===== src/rtl/fsm_seq_pkg.sv =====
// Shared definitions for the fsm_seq step sequencer.
//   t_seq_state   : sequencer state encoding (Idle, Run, Finish)
//   DEF_NUM_STEPS : default number of run steps
//   DEF_CTR_BITS  : default width of each per-step dwell count
package fsm_seq_pkg;

    typedef enum logic [1:0] {
        ST_IDLE   = 2'd0,
        ST_RUN    = 2'd1,
        ST_FINISH = 2'd2
    } t_seq_state;

    localparam int DEF_NUM_STEPS = 4;
    localparam int DEF_CTR_BITS  = 8;

endpackage


===== src/rtl/seq_dwell_ctr.sv =====
// Dwell counter for one sequencer step.
//   clk, rst_n : clock, async active-low reset
//   clear      : force count to 0 on the next edge (wins over enable)
//   enable     : increment count on the next edge
//   end_val    : last count value of the current step
//   count      : current count
//   at_end     : count has reached end_val
module seq_dwell_ctr #(
    parameter int CTR_BITS = 8
) (
    input  logic                clk,
    input  logic                rst_n,
    input  logic                clear,
    input  logic                enable,
    input  logic [CTR_BITS-1:0] end_val,
    output logic [CTR_BITS-1:0] count,
    output logic                at_end
);

    logic [CTR_BITS-1:0] cnt_q, cnt_d;

    always_comb begin
        cnt_d = cnt_q;
        if (clear)
            cnt_d = '0;
        else if (enable)
            cnt_d = cnt_q + CTR_BITS'(1);
    end

    always_ff @(posedge clk or negedge rst_n) begin
        if (!rst_n)
            cnt_q <= '0;
        else
            cnt_q <= cnt_d;
    end

    assign count  = cnt_q;
    // The owner clears on at_end, so the count never goes past end_val.
    assign at_end = (cnt_q == end_val);

endmodule


===== src/rtl/fsm_seq.sv =====
// Step sequencer: on start, walks steps 0..NUM_STEPS-1, dwelling max(d_k,1)
// cycles in each, then spends one Finish cycle and either returns to Idle or
// loops back to step 0 with the same latched dwell table.
//   in_clk, in_rst_n : clock, async active-low reset
//   in_start         : start request (Idle only)
//   in_abort         : synchronous abort (Run/Finish), highest priority
//   in_loop          : loop mode, latched at start
//   in_delays        : per-step dwell, step k at [k*CTR_BITS +: CTR_BITS]
//   out_busy         : state != Idle
//   out_step         : current step index
//   out_step_enter   : first cycle of a step
//   out_done         : the Finish cycle
//   out_wait_ctr     : dwell counter
module fsm_seq
    import fsm_seq_pkg::*;
#(
    parameter int NUM_STEPS = DEF_NUM_STEPS,
    parameter int CTR_BITS  = DEF_CTR_BITS
) (
    input  logic                          in_clk,
    input  logic                          in_rst_n,
    input  logic                          in_start,
    input  logic                          in_abort,
    input  logic                          in_loop,
    input  logic [NUM_STEPS*CTR_BITS-1:0] in_delays,
    output logic                          out_busy,
    output logic [$clog2(NUM_STEPS)-1:0]  out_step,
    output logic                          out_step_enter,
    output logic                          out_done,
    output logic [CTR_BITS-1:0]           out_wait_ctr
);

    localparam int STEP_W = $clog2(NUM_STEPS);
    localparam logic [STEP_W-1:0] LAST_STEP = STEP_W'(NUM_STEPS - 1);

    t_seq_state                          state_q, state_d;
    logic [STEP_W-1:0]                   step_q, step_d;
    logic [NUM_STEPS-1:0][CTR_BITS-1:0]  dly_q, dly_d;
    logic                                loop_q, loop_d;

    logic                ctr_clr, ctr_en, ctr_at_end;
    logic [CTR_BITS-1:0] ctr_val, cur_dly, end_val;

    // A dwell of 0 behaves as 1, so the end value saturates at 0.
    assign cur_dly = dly_q[step_q];
    assign end_val = (cur_dly == '0) ? '0 : cur_dly - CTR_BITS'(1);

    seq_dwell_ctr #(.CTR_BITS(CTR_BITS)) u_ctr (
        .clk     (in_clk),
        .rst_n   (in_rst_n),
        .clear   (ctr_clr),
        .enable  (ctr_en),
        .end_val (end_val),
        .count   (ctr_val),
        .at_end  (ctr_at_end)
    );

    always_comb begin
        state_d = state_q;
        step_d  = step_q;
        dly_d   = dly_q;
        loop_d  = loop_q;
        ctr_clr = 1'b1;
        ctr_en  = 1'b0;
        case (state_q)
            ST_IDLE: begin
                if (in_start && !in_abort) begin
                    state_d = ST_RUN;
                    step_d  = '0;
                    dly_d   = in_delays;
                    loop_d  = in_loop;
                end
            end
            ST_RUN: begin
                if (in_abort) begin
                    state_d = ST_IDLE;
                    step_d  = '0;
                end else if (ctr_at_end) begin
                    if (step_q == LAST_STEP)
                        state_d = ST_FINISH;
                    else
                        step_d = step_q + STEP_W'(1);
                end else begin
                    ctr_clr = 1'b0;
                    ctr_en  = 1'b1;
                end
            end
            ST_FINISH: begin
                // Looping reuses the latched dwell table.
                state_d = (loop_q && !in_abort) ? ST_RUN : ST_IDLE;
                step_d  = '0;
            end
            default: begin
                state_d = ST_IDLE;
                step_d  = '0;
            end
        endcase
    end

    always_ff @(posedge in_clk or negedge in_rst_n) begin
        if (!in_rst_n) begin
            state_q <= ST_IDLE;
            step_q  <= '0;
            dly_q   <= '0;
            loop_q  <= 1'b0;
        end else begin
            state_q <= state_d;
            step_q  <= step_d;
            dly_q   <= dly_d;
            loop_q  <= loop_d;
        end
    end

    assign out_busy       = (state_q != ST_IDLE);
    assign out_step       = step_q;
    assign out_step_enter = (state_q == ST_RUN) && (ctr_val == '0);
    assign out_done       = (state_q == ST_FINISH);
    assign out_wait_ctr   = ctr_val;

endmodule


===== config.mk =====
export PLATFORM = sky130hd
export DESIGN_NAME = fsm_seq
export DESIGN_NICKNAME = d
export VERILOG_FILES = /design/src/rtl/fsm_seq_pkg.sv /design/src/rtl/seq_dwell_ctr.sv /design/src/rtl/fsm_seq.sv
export SDC_FILE = /design/constraint.sdc
export NUM_CORES = 1
export LEC_CHECK = 0
export BUFFER_PORTS_ARGS = -buffer_cell sky130_fd_sc_hd__buf_4
export CORE_MARGIN = 8
export CORE_UTILIZATION = 56
export CTS_BUF_LIST = sky130_fd_sc_hd__clkbuf_4
export CTS_CLUSTER_SIZE = 30
export DETAILED_ROUTE_END_ITERATION = 8
export GPL_ROUTABILITY_DRIVEN = 0
export PLACE_DENSITY = 0.89
export SETUP_SLACK_MARGIN = 0.3
export SYNTH_ARGS = -nofsm -noshare
export SYNTH_HDL_FRONTEND = slang
export SYNTH_HIERARCHICAL = 1
export SYNTH_SLANG_ARGS = --single-unit

===== constraint.sdc =====
create_clock -name in_clk -period 4 [get_ports in_clk]
set_input_delay 0.2 -clock in_clk [delete_from_list [all_inputs] [get_ports in_clk]]
set_output_delay 0.2 -clock in_clk [all_outputs]
set_load 0.02 [all_outputs]

After elaboration in Yosys (flattened, before gate mapping)

Index checks and enable logic that the tools add are counted.

Output and inout port bits: 13
Register bits after elaboration: 45

Eq/ne operators: 8
Order comparisons: 1
Add/sub/neg operators: 3
Muxes and demuxes: 22
Reduce and logical (&&, ||, !) cells: 12

Operators by type and width:

| cell                | number |
|---|---|
| $mux 8              | 4 |
| $bmux 8 s2          | 1 |
| $logic_not 8->1     | 2 |
| $mux 2              | 8 |
| $ne 3x3->1 const B  | 3 |
| $add 8x1->8 const B | 1 |
| $eq 8x8->1          | 1 |
| $sub 8x1->8 const B | 1 |
| $mux 1              | 7 |
| $pmux 2 s3          | 1 |
| $reduce_and 3->1    | 2 |
| $eq 2x2->1 const B  | 2 |
| $pmux 2 s2          | 1 |
| $reduce_bool 2->1   | 2 |
| $logic_and 1x1->1   | 3 |
| $lt 2x3->1 const B  | 1 |
| $add 2x1->2 const B | 1 |
| $eq 2x1->1 const B  | 1 |
| $logic_not 2->1     | 1 |
| $ne 2x2->1 const B  | 1 |
| $reduce_and 2->1    | 1 |
| $logic_not 1->1     | 1 |

Depth between registers and ports, before layout

Depth in word-level cells: 10
Depth in mapped cells: 16
Depth with buffers taken out: 14

By module

The synthesis kept the hierarchy.

Modules (own cells, without submodules):

| module        | area each (sq um) | seq. area each (sq um) | cells an instance | times used |
|---|---|---|---|---|
| fsm_seq       | 1878.1            | 925.9                  | 138               | 1 |
| seq_dwell_ctr | 476.7             | 200.2                  | 49                | 1 |

Worst setup path after synthesis

No wires, ideal clock.

Path type: register to register
Start: register step_q[0], in the netlist out_step[0]
End: register u_ctr.cnt_q[6], in the netlist u_ctr/count[6]
Arrival time: 3.364 ns
Cell stages (with the launch flop): 16
Library setup time: 0.077 ns
Required time: 3.923 ns
Slack: 0.558 ns
Path through: dfrtp_1 buf_6 mux4_1 inv_1 ha_1 nor4b_4 nor2_1 mux2_2 xnor2_1 nand4_1 nor2_1 nand2b_1 buf_4 o2111ai_2 or3_1 a21oi_1

Word-level cells in the longest chain between the ends: 9

Ends and longest elaborated chain:

| element                                               | RTL line            | RTL |
|---|---|---|
| from (decl)                                           | fsm_seq.sv:37       | `logic [STEP_W-1:0] step_q, step_d;` |
| from (signal assigned)                                | fsm_seq.sv:108      | `step_q <= step_d;` |
| $bmux 8 s2 *                                          | fsm_seq.sv:45       | `assign cur_dly = dly_q[step_q];` |
| $mux 8 (not written as such) *                        | fsm_seq.sv:45       |  |
| $sub 8x1->8 / $logic_not 8->1 (equally long branches) | fsm_seq.sv:46       | `assign end_val = (cur_dly == '0) ? '0 : cur_dly - CTR_BITS'(1);` |
| $mux 8 *                                              | fsm_seq.sv:46       |  |
| via end_val[6]                                        | fsm_seq.sv:42       | `logic [CTR_BITS-1:0] ctr_val, cur_dly, end_val;` |
| $eq 8x8->1 *                                          | seq_dwell_ctr.sv:39 | `assign at_end = (cnt_q == end_val);` |
| via ctr_at_end                                        | fsm_seq.sv:41       | `logic ctr_clr, ctr_en, ctr_at_end;` |
| $mux 1 *                                              | fsm_seq.sv:78       | `end else if (ctr_at_end) begin` |
| $mux 1 *                                              | fsm_seq.sv:75       | `if (in_abort) begin` |
| $mux 1 *                                              | fsm_seq.sv:65       | `case (state_q)` |
| via ctr_clr                                           | fsm_seq.sv:41       |  |
| $mux 8 / $reduce_bool 2->1 (equally long branches)    | -                   |  |
| to (signal assigned)                                  | seq_dwell_ctr.sv:34 | `cnt_q <= cnt_d;` |
| to (decl)                                             | seq_dwell_ctr.sv:20 | `logic [CTR_BITS-1:0] cnt_q, cnt_d;` |

The timed path passes the listed nets; every way through them passes the cells marked *. The select of a mux whose other input is x is not followed.
A chain may end at the register's enable or synchronous reset.

Worst setup path in the final report

Start: register step_q[0], in the netlist out_step[0]
End: register u_ctr.cnt_q[7], in the netlist u_ctr/count[7]

The elaborated chain is that of the path after synthesis.

==> results.tsv <==
metric	value	unit
status	finished, final reports clean	
Yosys top cell area share	47.8	%
Slew @ Worst Pin	0.603	ns
post-route cell area	2850	um2
PwrDens	377	nW/um2
Die W	80.8	um
CP Data Required Time	4.27	ns
Worst Hold Launch	in_abort	
final period utilization	86.0	%
hold_ws	0.0187	ns
Clock Skew	0.0154	ns
setup_tns	0	ns
synth cell count leaders	45 x dfrtp_1, 36 x mux2_2, 19 x nor2_1	
Register-to-Register Path Depth	13	
I/O pins	50	
Yosys reg bits	45	
largest net degree at the start of global routing	46	
final net count	279	
die footprint	6540	um2
Synth Flop Type	dfrtp_1	
critical path arrival	3.71	ns
share of layout cells above drive strength 1	47.3	%
first drt pass iteration count	4	
kind of critical path	flop to flop	
maximum fanout along the worst path	10	
critical path startpoint	out_step[0]$_DFFE_PN0P_	
max-capacitance violation count	0	
area leader, netlist	dfrtp_1	
synthesized instance count	187	
synthesized cell area	2350	um2
clk sinks	45	
Slew HR	59.7	%
CORE AREA	4030	um2
fin util	70.8	%
top post-synthesis cells by area	dfrtp_1 48%, mux2_2 17%, mux4_2 5.7%, xnor2_1 4.1%, nor2_1 3.0%	
syn_nets	228	
Port Buffers	49	
initial antenna violation count	0	
FP Rows	23	
Post-synth EDFFs	0	
Hold EP	state_q[0]$_DFFE_PN0P_	
CTS buffer count	5	
n_diodes	0	
VDD IR-drop max	0.253	mV
LEAKAGE	1.22	nW
Iteration-0 DRC Markers	68	
dpl cell area	2750	um2
Ys Warns	6	
max-slew violations	0	
Worst Setup Start Kind	flop	
fmax	291	MHz
initial core utilization	58.4	%
Worst setup EP type	flop	
WHS Path Cells	2	
Reg clk slew, reported paths	0.13	ns
FF-to-FF Start	out_step[0]$_DFFE_PN0P_	
Cell variety after synth	37	
Max Buffers Root-to-Sink	2	
count leader, synth	dfrtp_1	
post-synthesis sequential area ratio	47.8	%
Post-Place Worst Slack	0.184	ns
residual DRC count	0	
CTS root buf	clkbuf_4	
detailed-route via count	1630	
Mean Syn Cell Area	12.6	um2
number of global-route vias before repair	1760	
global-route wire length before repair	8000	um
Overflow after GRT	0	
Die Span Y	80.8	um
Reg2Reg Setup Slack	0.56	ns
mean routed wirelength per cell	16.8	um
# setup viols final	0	
Post-synth ARST share	100	%
setup ws final	0.559	ns
P&R area growth vs syn	21.2	%
final non-filler cell total	289	
Clk Latency, worst-skew pair	0.35	ns
CTS tree	yes	
routed wire length	4840	um
Placed Cells	279	
Vias/cell	5.64	
Period minus WS final	3.44	ns
GRT Total Usage	15.5	%
Routed Antenna Nets	0	
FF-to-FF End	u_ctr/count[7]$_DFFE_PN0P_	
Fin. Hold Viols	0	
H-tree depth	2	
HP Class	primary input to flop	
RSZ-0062 raised after global routing	no	
Final HPWL DP	3590	um
Pwr Total	1.08	mW
==> logic make-up after synthesis <==
family	share of synthesized area [%]
compound gates	2.98
mux	26.1
buf+inv	2.76
simple gates	13.0
xor+xnor	5.21
fa+ha+maj	2.13
flops	47.8
==> timing repair <==
action,4_1_cts,5_1_grt
hold buffers,1,0
gates resized for setup,3,4
endpoints found under the hold margin,45,0
endpoints found under the setup margin,4,4
cloned,0,0
buffers inserted,0,1
==> worst max-delay path by stage <==
stage | endpoint | cells past startpoint
finish | u_ctr/count[7]$_DFFE_PN0P_ | 13
detailed placement | u_ctr/count[5]$_DFFE_PN0P_ | 14
global placement | u_ctr/count[5]$_DFFE_PN0P_ | 13
CTS | u_ctr/count[6]$_DFFE_PN0P_ | 13
global route | u_ctr/count[7]$_DFFE_PN0P_ | 13
floorplan | u_ctr/count[6]$_DFFE_PN0P_ | 15
==> critical path: stages (launching register included) <==
cell and delay (ns):
dfrtp_2 0.46, mux4_1 0.62, inv_1 0.12, ha_1 0.18, nor4b_4 0.27, nor2_1 0.07, mux2_2 0.27, xnor2_1 0.15
nand4_1 0.13, nor2_2 0.18, nand2b_4 0.21, o2111ai_2 0.17, or3_1 0.40, a21oi_1 0.15
==> layout make-up <==
class | instances | area, um2
Clock inverter | 3 | 41.3
Tap cell | 50 | 62.6
Sequential cell | 45 | 1130
Timing Repair Buffer | 53 | 400
Fill cell | 312 | 1170
Inverter | 3 | 11.3
Clock buffer | 5 | 37.5
Multi-Input combinational cell | 130 | 1170
==> sequential cells by signal (all words and copies together), names as in the netlist <==
register	flops
dly_q	32
u_ctr/count	8
out_step	2
state_q	2
loop_q	1
==> where the power goes <==
part	total, mW	internal [mW]	leakage (nW)	switching (mW)
Clock	0.270	0.130	0.0389	0.141
Sequential	0.555	0.519	0.551	0.0353
Combinational	0.251	0.147	0.634	0.104
Total	1.08	0.796	1.22	0.280
==> routing by layer <==
metal / routed length, um / track usage (%)
met4: 68 / 4.29
met2: 2440 / 26.5
met3: 298 / 4.53
met5: 0 / 0
met1: 2030 / 18.6
==> cell usage in the layout, fill, tap and decap left out, types with 2 or more instances in the layout <==
| cell type | count |
|---|---|
| clkbuf_4 | 5 |
| inv_1 | 2 |
| dfrtp_1 | 43 |
| dfrtp_2 | 2 |
| xor2_1 | 3 |
| or3_1 | 3 |
| mux4_2 | 7 |
| o21ai_0 | 4 |
| nand3b_1 | 3 |
| nor2b_1 | 3 |
| nor2_1 | 18 |
| nand4_1 | 5 |
| xnor2_1 | 11 |
| nand3_1 | 2 |
| nor4_1 | 2 |
| nand2_1 | 7 |
| mux2_2 | 36 |
| ha_1 | 4 |
| a21oi_1 | 4 |
| buf_4 | 52 |
Power figures use the tool's default switching activity.
